===== config.mk =====
export PLATFORM = sky130hd
export DESIGN_NAME = interval_capture
export DESIGN_NICKNAME = d
export VERILOG_FILES = /design/src/rtl/interval_capture.sv
export SDC_FILE = /design/constraint.sdc
export NUM_CORES = 1
export LEC_CHECK = 0
export BUFFER_PORTS_ARGS = -buffer_cell sky130_fd_sc_hd__clkbuf_2
export CAP_MARGIN = 5
export CORE_AREA = 2 2 39 41
export CTS_BUF_LIST = sky130_fd_sc_hd__clkbuf_8
export CTS_CLUSTER_DIAMETER = 150
export CTS_CLUSTER_SIZE = 24
export DETAILED_ROUTE_END_ITERATION = 12
export DIE_AREA = 0 0 41 43
export PLACE_DENSITY = 0.6
export SETUP_SLACK_MARGIN = 0.3
export SLEW_MARGIN = 20
export SYNTH_ARGS = -nofsm -noshare
export SYNTH_HDL_FRONTEND = slang
export SYNTH_SLANG_ARGS = --single-unit

===== constraint.sdc =====
create_clock -name clk -period 2.6 [get_ports clk]
set_input_delay 0.52 -clock clk [delete_from_list [all_inputs] [get_ports clk]]
set_output_delay 0.52 -clock clk [all_outputs]
set_load 0.005 [all_outputs]

===== src/rtl/interval_capture.sv =====
// Measures clock cycles from a start rising edge to the next stop rising edge.
// The result is held behind a valid/ack handshake. Define INTERVAL_CAPTURE_RESTART_EN to let a start edge during counting restart the measurement.
module interval_capture #(
  parameter int N = 3
) (
  input  logic         clk,
  input  logic         rst,
  input  logic         start,
  input  logic         stop,
  input  logic         ack,
  output logic         busy,
  output logic         valid,
  output logic [N-1:0] value,
  output logic         ovf
);

  // One state bit per output, so busy/valid come straight from flops with no decode.
  typedef enum logic [1:0] {
    IDLE  = 2'b00,
    COUNT = 2'b01,
    DONE  = 2'b10
  } state_t;

  localparam logic [N-1:0] CNT_ONE = {{(N-1){1'b0}}, 1'b1};
  localparam logic [N-1:0] CNT_MAX = {N{1'b1}};

  state_t       state_q, state_d;
  logic [N-1:0] cnt_q, cnt_d;
  logic         ovf_flag_q, ovf_flag_d;
  logic [N-1:0] value_q, value_d;
  logic         ovf_q, ovf_d;
  logic         start_r_q, stop_r_q;
  logic         start_e, stop_e;

  assign start_e = start & ~start_r_q;
  assign stop_e  = stop & ~stop_r_q;

  always_comb begin
    state_d    = state_q;
    cnt_d      = cnt_q;
    ovf_flag_d = ovf_flag_q;
    value_d    = value_q;
    ovf_d      = ovf_q;
    case (state_q)
      IDLE: begin
        if (start_e) begin
          cnt_d      = CNT_ONE;
          ovf_flag_d = 1'b0;
          state_d    = COUNT;
        end
      end
      COUNT: begin
        if (stop_e) begin
          value_d = cnt_q;
          ovf_d   = ovf_flag_q;
          state_d = DONE;
        end
`ifdef INTERVAL_CAPTURE_RESTART_EN
        else if (start_e) begin
          cnt_d      = CNT_ONE;
          ovf_flag_d = 1'b0;
        end
`endif
        else if (cnt_q == CNT_MAX) begin
          ovf_flag_d = 1'b1;
        end else begin
          cnt_d = cnt_q + CNT_ONE;
        end
      end
      DONE: begin
        if (ack) state_d = IDLE;
      end
      default: state_d = IDLE;
    endcase
  end

  always_ff @(posedge clk or negedge rst) begin
    if (!rst) begin
      state_q    <= IDLE;
      cnt_q      <= '0;
      ovf_flag_q <= 1'b0;
      value_q    <= '0;
      ovf_q      <= 1'b0;
      start_r_q  <= 1'b0;
      stop_r_q   <= 1'b0;
    end else begin
      state_q    <= state_d;
      cnt_q      <= cnt_d;
      ovf_flag_q <= ovf_flag_d;
      value_q    <= value_d;
      ovf_q      <= ovf_d;
      start_r_q  <= start;
      stop_r_q   <= stop;
    end
  end

  assign busy  = state_q[0];
  assign valid = state_q[1];
  assign value = value_q;
  assign ovf   = ovf_q;

endmodule


# ---- Word-level counts from Yosys, hierarchy flattened
# Index checks and enable logic that the tools add are counted.
dict set report totals {
  ff_bits 12
  in_bits 5
  word_cells 39
}
dict set report op_classes {
  add_sub_neg 1
  n_eq_ne 9
  n_mux 12
  n_bitwise 4
  n_reduce_logical 6
}
# op count
set op_table {}
lappend op_table {{2-bit != test (second input constant)} 6}
lappend op_table {{3-bit 2-to-1 mux} 3}
lappend op_table {{4-bit AND reduction} 2}
lappend op_table {{2-bit 2-to-1 mux} 3}
lappend op_table {{2-bit one-hot mux with 3 select lines} 1}
lappend op_table {{3-bit one-hot mux with 2 select lines} 1}
lappend op_table {{3-bit by 1-bit adder with 3-bit output (second input constant)} 1}
lappend op_table {{3-bit equality test (second input constant)} 1}
lappend op_table {{1-bit 2-to-1 mux} 3}
lappend op_table {{3-bit AND reduction} 1}
lappend op_table {{1-bit AND} 2}
lappend op_table {{2-bit by 1-bit equality test with 1-bit output (second input constant)} 1}
lappend op_table {{2-bit equality test (second input constant)} 1}
lappend op_table {{2-bit logical NOT} 1}
lappend op_table {{1-bit NOT} 2}
lappend op_table {{1-bit one-hot mux with 2 select lines} 1}
lappend op_table {{2-bit AND reduction} 1}
lappend op_table {{2-bit nonzero test} 1}

# ---- Logic depth before layout (Yosys ltp)
# Gate-level depths: netlist of run 1.
dict set report logic_depth {
  word_depth 4
  depth_mapped 5
}

# ---- Worst setup path after synthesis of run 1
# No wires, ideal clock.
dict set report synth_path {
  path_type {reg2reg}
  startpoint {register cnt_q[0]}
  endpoint {register cnt_q[2]}
  setup_time_ns 0.101
  arrival_ns 1.289
  required_ns 2.499
  slack_ns 1.211
  stages_incl_launch_ff 5
  synth_period_minus_slack_ns 1.389
  cell_sequence {dfrtp_1 -> ha_1 -> ha_1 -> or2b_1 -> o311ai_2}
}
dict set report synth_via {
  elab_chain_cells 4
  word_cells_on_any_way 7
}
# element line
set synth_rtl {}
lappend synth_rtl {{start, declared} 28} ;# logic [N-1:0] cnt_q, cnt_d;
lappend synth_rtl {{start signal, assigned} 88} ;# cnt_q <= cnt_d;
lappend synth_rtl {{3-bit by 1-bit adder with 3-bit output} 67} ;# cnt_d = cnt_q + CNT_ONE;
lappend synth_rtl {{3-bit 2-to-1 mux} 64} ;# else if (cnt_q == CNT_MAX) begin
lappend synth_rtl {{3-bit 2-to-1 mux} 53} ;# if (stop_e) begin
lappend synth_rtl {{3-bit one-hot mux with 2 select lines} 44} ;# case (state_q)
# Several ways; a longest one is shown, not always the timed one. The select of a mux whose other input is x is not followed.
# A chain may end at the register's enable or synchronous reset.

# ---- Final worst setup path of run 1
# Ends and elaborated chain as after synthesis.

==> flow_summary_export.csv, run 1 <==
group,metric,value,unit
yosys,synthAdderAreaFrac,0.0441,
placement,io_buffers,10,
final_layout,fin_util,0.501,
yosys,synth_top_family_by_area,"simple AND/OR/NAND/NOR gates",
worst_setup_path,worst-r2r-setup-slack,1.08,ns
die,rows,14,
yosys,synth_fp_nets,49,
final_layout,syn2layout_area_growth,22.0,%
worst_setup_path,slowest_delay,0.41,ns
sta,tns,0,ns
drt,drt_iter0_markers,0,
clock_tree,clock_sinks,12,
sta,slew_violations,0,
worst_setup_path,crit_chain,"ha_1 > ha_1 > or2b_1 > o311ai_2",
yosys,synthCells,42,
sta,period_share,0.584,
worst_setup_path,critical_path_peak_fanout,5,
sta,finalSetupViolCount,0,
die,die-area,1760,um^2
worst_setup_path,arrival,1.66,ns
global_routing,grt_max_degree,13,
sta,fin_crit,1.52,ns
drt,wirelength,890,um
placement,dpl.cell_count,68,
power_and_ir_drop,seqPwrFrac,0.425,
power_and_ir_drop,switching_share,0.321,
clock_tree,cts-buffers-inserted,3,
yosys,synth_xor_xnor_area_share,0,
final_layout,fin_nets,64,
power_and_ir_drop,ir_drop,378,uV
hold_path,min_path_type,"in2async",
run,maxCapViolations,0,
yosys,ys_types,20,
drt,viasPerCell,5.06,
die,core,1380,um^2
clock_tree,insertion_delay,0.24,ns
clock_tree,clockBufferDepth,2,
yosys,yosysSeqAreaShare,0.529,
yosys,synth_warnings,0,
worst_setup_path,critPathLaunchType,"flop",
sta,slew_headroom,0.728,
worst_setup_path,r2r-start,"cnt_q[0]$_DFFE_PN0P_",
yosys,synth_compound_area_frac,0.0881,
die,pin_count,11,
drt,antenna_left,0,
global_routing,first_global_vias,349,
placement,hpwl,695,um
die,die_w,41,um
worst_setup_path,rr_worst_depth,4,
yosys,synthMuxAreaShare,0.0793,
yosys,synthesis.area,568,um^2
drt,drc,0,
global_routing,antenna_found_initial,0,
sta,worstMarginPinSlew,0.407,ns
power_and_ir_drop,power_density,1090,nW/um^2
die,die_y,43,um
power_and_ir_drop,total_power,0.754,mW
clock_tree,cts-root-buf,"clkbuf_8",
yosys,syn_avg_cell_area,13.5,um^2
global_routing,grt_pass1_wl,1440,um
power_and_ir_drop,p_comb_frac,0.313,
final_layout,drive_gt1_frac,0.482,
worst_setup_path,r2r_end,"cnt_q[2]$_DFFE_PN0P_",
drt,drt_pre_antenna_iters,1,
clock_tree,cts_resized,0,
drt,vias,364,
worst_setup_path,critPathCaptureType,"flop",
final_layout,num_antenna_cells,0,
sta,fmax,0.659,GHz
yosys,ys_ff_latch,12,
worst_setup_path,path_class,"reg2reg",
sta,hold_viol_final,0,
clock_tree,cts_tree,"yes",
placement,gp_congestion,0.724,
drt,wl_per_cell,12.4,um
clock_tree,htreeDepth,1,
power_and_ir_drop,p_sw,0.242,mW
global_routing,grt.total_usage,0.129,
worst_setup_path,critical_path_required,2.74,ns
worst_setup_path,slowest_stage,"dfrtp_1",
clock_tree,cts_setup_buffers,0,
sta,finClkSkew,0.00592,ns
worst_setup_path,path_common_cell,"ha_1",
final_layout,fin_cells,72,
status,run_status,"finished clean",
clock_tree,hold_buffers,0,
power_and_ir_drop,p_int,0.512,mW
sta,rsz0062_at_grt,"no",
yosys,synth-simple-area-share,0.236,
die,initial_core_util,0.410,
power_and_ir_drop,p_clk_frac,0.263,
clock_tree,clk_pin_slew,0.05,ns
sta,holdWs,0.156,ns
power_and_ir_drop,p_leak,0.332,nW
global_routing,grt_overflow_total,0,
area by class of cell:
cell class	count	area, um^2
fillers	125	691
multi-input cells	27	254
flip-flops and latches	12	300
repair buffers	10	50.0
clock buffers	4	55.1
well taps	16	20.0
inverters	3	13.8
logic make-up (layout without fill, tap and decap cells):
| family | count (synthesis) | in the layout |
|---|---|---|
| AND/OR/NAND/NOR | 17 | 17 |
| AO/OA/AOI/OAI | 4 | 4 |
| multiplexers | 4 | 4 |
| buffers and inverters | 3 | 17 |
| adder cells (fa/ha/maj) | 2 | 2 |
| flip-flops | 12 | 12 |
how the worst max path moves through the flow:
stage,from,end,slack (ns)
2_1_floorplan,cnt_q[0]$_DFFE_PN0P_,cnt_q[2]$_DFFE_PN0P_,1.21
3_3_place_gp,cnt_q[0]$_DFFE_PN0P_,cnt_q[2]$_DFFE_PN0P_,1.08
3_5_place_dp,cnt_q[0]$_DFFE_PN0P_,cnt_q[2]$_DFFE_PN0P_,1.08
4_1_cts,cnt_q[0]$_DFFE_PN0P_,cnt_q[2]$_DFFE_PN0P_,1.07
5_1_grt,cnt_q[0]$_DFFE_PN0P_,cnt_q[2]$_DFFE_PN0P_,0.99
6_report,cnt_q[0]$_DFFE_PN0P_,cnt_q[2]$_DFFE_PN0P_,1.08
placed cells by master (no fill, tap or decap):
cell / count
inv_4: 1
nor3b_1: 1
or2b_1: 1
nor2_2: 1
a21oi_2: 2
ha_1: 2
and3_2: 1
or2_2: 1
nor3_2: 2
and2b_4: 1
clkbuf_8: 4
inv_1: 2
nor2b_4: 1
nand3_1: 2
nor2_1: 1
dfrtp_1: 12
o311ai_2: 2
mux2_1: 4
nand2_1: 3
nor4b_4: 1
nand2b_1: 1
clkbuf_2: 10
through the flow:
stage / cell area [um^2] / setup WS [ns]
detailed placement: 638 / 1.08
finish: 693 / 1.08
CTS: 693 / 1.07
floorplan: 568 / 1.21
global placement: 638 / 1.08
global route: 693 / 0.993
synthesized netlist by cell type:
master	n	area, um^2
a21oi_2	2	17.5
and2b_4	1	10.0
and3_2	1	7.51
dfrtp_1	12	300
ha_1	2	25.0
inv_1	2	7.51
inv_4	1	6.26
mux2_1	4	45.0
nand2_1	3	11.3
nand2b_1	1	6.26
nand3_1	2	10.0
nor2_1	1	3.75
nor2_2	1	6.26
nor2b_4	1	13.8
nor3_2	2	20.0
nor3b_1	1	7.51
nor4b_4	1	23.8
o311ai_2	2	32.5
or2_2	1	6.26
or2b_1	1	7.51
routing by layer:
| metal | part of all wire | GRT usage | wire length (um) |
|---|---|---|---|
| met1 | 0.46 | 0.153 | 407 |
| met2 | 0.47 | 0.178 | 414 |
| met3 | 0.047 | 0.0471 | 42 |
| met4 | 0.030 | 0.100 | 27 |
| met5 | 0 | 0 | 0 |
registers in the layout, summed over array words and instances (netlist names):
register and count:
cnt_q 3, ovf 1, ovf_flag_q 1, start_r_q 1, state_q 2, stop_r_q 1, value 3
critical path: cells and delay by family (launching register included):
kind	cells	cell delay [ns]
AO/OA/AOI/OAI	1	0.24
adder cells (fa/ha/maj)	2	0.46
flip-flops	1	0.41
AND/OR/NAND/NOR	1	0.31
power groups by stage:
stage | registers [mW] | clock network [mW] | logic, mW
2_1_floorplan | 0.317 | 0 | 0.167
3_3_place_gp | 0.325 | 0 | 0.237
3_5_place_dp | 0.326 | 0 | 0.241
4_1_cts | 0.323 | 0.203 | 0.242
5_1_grt | 0.334 | 0.216 | 0.265
6_report | 0.320 | 0.198 | 0.236
Note: power is estimated with default switching activity, not from simulation.
==> run 2: changes to the inputs <==
--- a/config.mk
+++ b/config.mk
@@ -13,7 +13,7 @@
 export CTS_CLUSTER_SIZE = 24
 export DETAILED_ROUTE_END_ITERATION = 12
 export DIE_AREA = 0 0 41 43
-export PLACE_DENSITY = 0.6
+export PLACE_DENSITY = 0.63
 export SETUP_SLACK_MARGIN = 0.3
 export SLEW_MARGIN = 20
 export SYNTH_ARGS = -nofsm -noshare
==> constraint.sdc (replaced) <==
create_clock -name clk -period 1.3 [get_ports clk]
set_input_delay 0.26 -clock clk [delete_from_list [all_inputs] [get_ports clk]]
set_output_delay 0.26 -clock clk [all_outputs]
set_load 0.005 [all_outputs]
==> run 2 against run 1 <==
Net effect:
- the run now ends with setup timing left
- die area is the same
- via count rose by 11%
- hold slack worse by 0.012 ns
- utilization rose by 11 points
- register-to-register slack got worse by 1.1 ns
- clock skew is 0.0027 ns lower
- sequential power rose by 98%
- routed wire length grew 20%
- power grew 140%
- fmax is 14% higher
- critical path type unchanged
- largest power group is now combinational logic
==> flow_summary_export.csv, run 2 (synthesized netlist as in run 1, its figures left out) <==
group,metric,value,unit
sta,fmax,0.752,GHz
final_layout,final_common_cell,"dfrtp_1",
placement,io_buffers,10,
global_routing,first_global_vias,408,
sta,fin_crit,1.33,ns
clock_tree,insertion_delay,0.24,ns
global_routing,grt_pass1_wl,1840,um
worst_setup_path,critPathBufInv,0,
drt,antenna_left,0,
clock_tree,htreeDepth,1,
clock_tree,clock_sinks,12,
hold_path,min_path_cells,1,
power_and_ir_drop,ir_drop,928,uV
run,maxCapViolations,0,
final_layout,num_antenna_cells,0,
die,rows,14,
worst_setup_path,arrival,1.47,ns
global_routing,grt.total_usage,0.167,
drt,wl_met1,470,um
hold_path,min-delay-start,"start",
sta,slew_headroom,0.796,
worst_setup_path,crit_chain,"ha_2 > ha_4 > or2b_1 > o311ai_2",
die,pin_count,11,
hold_path,min_path_type,"in2reg",
final_layout,syn2layout_area_growth,48.7,%
die,die-area,1760,um^2
power_and_ir_drop,p_leak,0.390,nW
sta,finalSetupViolCount,2,
die,die_y,43,um
clock_tree,cts-root-buf,"clkbuf_8",
die,initial_core_util,0.410,
worst_setup_path,slowest_stage,"dfrtp_1",
drt,wl_per_cell,13.2,um
global_routing,grt_max_degree,13,
clock_tree,cts-buffers-inserted,3,
status,violations,"setup timing",
drt,viasPerCell,5.00,
drt,top_layer,"met4",
sta,worstMarginPinSlew,0.305,ns
hold_path,min_to,"start_r_q$_DFF_PN0_",
die,core,1380,um^2
final_layout,fin_util,0.610,
worst_setup_path,worst-r2r-setup-slack,-0.03,ns
sta,period_share,1.02,
final_layout,design_area,845,um^2
worst_setup_path,cp_top_family,"flip-flops",
die,die_w,41,um
clock_tree,cts_tree,"yes",
sta,setup_ws,-0.0290,ns
final_layout,filler_cell_count,106,
worst_setup_path,critical_path_required,1.44,ns
drt,dr_wl_met3,76,um
status,run_status,"complete, but fails checks",
global_routing,antenna_found_initial,0,
placement,dpl_cell_area,696,um^2
clock_tree,clk_pin_slew,0.05,ns
final_layout,final_cell_mix,"dfrtp_1, clkbuf_2, buf_4, mux2_4, clkbuf_8",
sta,finClkSkew,0.00320,ns
final_layout,drive_gt1_frac,0.708,
worst_setup_path,r2r_end,"cnt_q[2]$_DFFE_PN0P_",
worst_setup_path,rr_worst_depth,4,
global_routing,grt_overflow_total,0,
drt,drt_iter0_markers,1,
placement,hpwl,765,um
worst_setup_path,worst-path-stages,4,
worst_setup_path,r2r-start,"cnt_q[0]$_DFFE_PN0P_",
drt,wirelength,1070,um
drt,vias,405,
sta,hold_viol_final,0,
drt,dr_wl_met2,509,um
power_and_ir_drop,power_density,2150,nW/um^2
clock_tree,clockBufferDepth,2,
placement,gp_congestion,0.736,
drt,drc,0,
worst_setup_path,critPathLaunchType,"flop",
final_layout,fin_nets,73,
drt,drt_pre_antenna_iters,4,
worst_setup_path,critical_path_peak_fanout,3,
worst_setup_path,slowest_delay,0.39,ns
worst_setup_path,critPathCaptureType,"flop",
worst_setup_path,path_class,"reg2reg",
sta,rsz0062_at_grt,"yes",
sta,slew_violations,0,
power_and_ir_drop,total_power,1.82,mW
run 2: cell types whose count changed in the layout (fill, tap and decap cells not counted), moves of 2 or more:
cell      before  now
mux2_1         4    0
buf_4          0    7
dfrtp_2        0    2
mux2_4         0    4
clkbuf_2      10    8
dfrtp_1       12   10
ha_1           2    0
buf_6          0    2
run 2: where the power goes:
part	leakage [nW]	switching, mW	total (mW)	internal (mW)
sequential	0.143	0.117	0.634	0.517
combinational	0.217	0.333	0.778	0.445
clock	0.0288	0.139	0.407	0.268
total	0.390	0.589	1.82	1.23
run 2: worst reg2reg max path, stage by stage, from the launching register on:
cell and delay [ns]:
dfrtp_1 0.39, ha_2 0.19, ha_4 0.16, or2b_1 0.27, o311ai_2 0.22
run 2: how the worst max path moves through the flow:
stage / from / end / slack [ns]
2_1_floorplan: cnt_q[1]$_DFFE_PN0P_ / cnt_q[2]$_DFFE_PN0P_ / -0.008
3_3_place_gp: cnt_q[0]$_DFFE_PN0P_ / cnt_q[2]$_DFFE_PN0P_ / -0.04
3_5_place_dp: cnt_q[1]$_DFFE_PN0P_ / cnt_q[2]$_DFFE_PN0P_ / -0.02
4_1_cts: cnt_q[0]$_DFFE_PN0P_ / cnt_q[2]$_DFFE_PN0P_ / -0.04
5_1_grt: cnt_q[0]$_DFFE_PN0P_ / cnt_q[2]$_DFFE_PN0P_ / -0.09
6_report: cnt_q[0]$_DFFE_PN0P_ / cnt_q[2]$_DFFE_PN0P_ / -0.03
run 2: what timing repair did:
action	CTS	global route
pin swaps	3	2
buffers inserted	3	1
hold endpoints to repair	12	0
resized for setup	8	4
hold buffers	1	0
setup endpoints to repair	12	16
run 2: per-stage QoR:
| stage | std cells | TNS [ns] | setup slack (ns) | hold slack, ns |
|---|---|---|---|---|
| global route | 81 | -0.182 | -0.0853 | 0.142 |
| global placement | 72 | -0.0380 | -0.0380 | 0.168 |
| finish | 81 | -0.0339 | -0.0290 | 0.144 |
| detailed placement | 72 | -0.0492 | -0.0214 | 0.161 |
| floorplan | 42 | -0.00831 | -0.00831 | -0.0356 |
| CTS | 80 | -0.0483 | -0.0365 | 0.143 |
run 2: cell type report:
type / count / area [um^2] / share of cell area
Tap cell: 16 / 20.0 / 0.0237
Sequential cell: 12 / 303 / 0.359
Timing Repair Buffer: 19 / 130 / 0.154
Clock buffer: 4 / 55.1 / 0.0652
Inverter: 3 / 13.8 / 0.0163
Multi-Input combinational cell: 27 / 323 / 0.382
run 2: layer usage:
| metal | GRT usage | vias up |
|---|---|---|
| li1 | - | 193 |
| met1 | 0.205 | 199 |
| met4 | 0.0800 | 0 |
| met3 | 0.0942 | 2 |
| met5 | 0 | - |
| met2 | 0.228 | 11 |
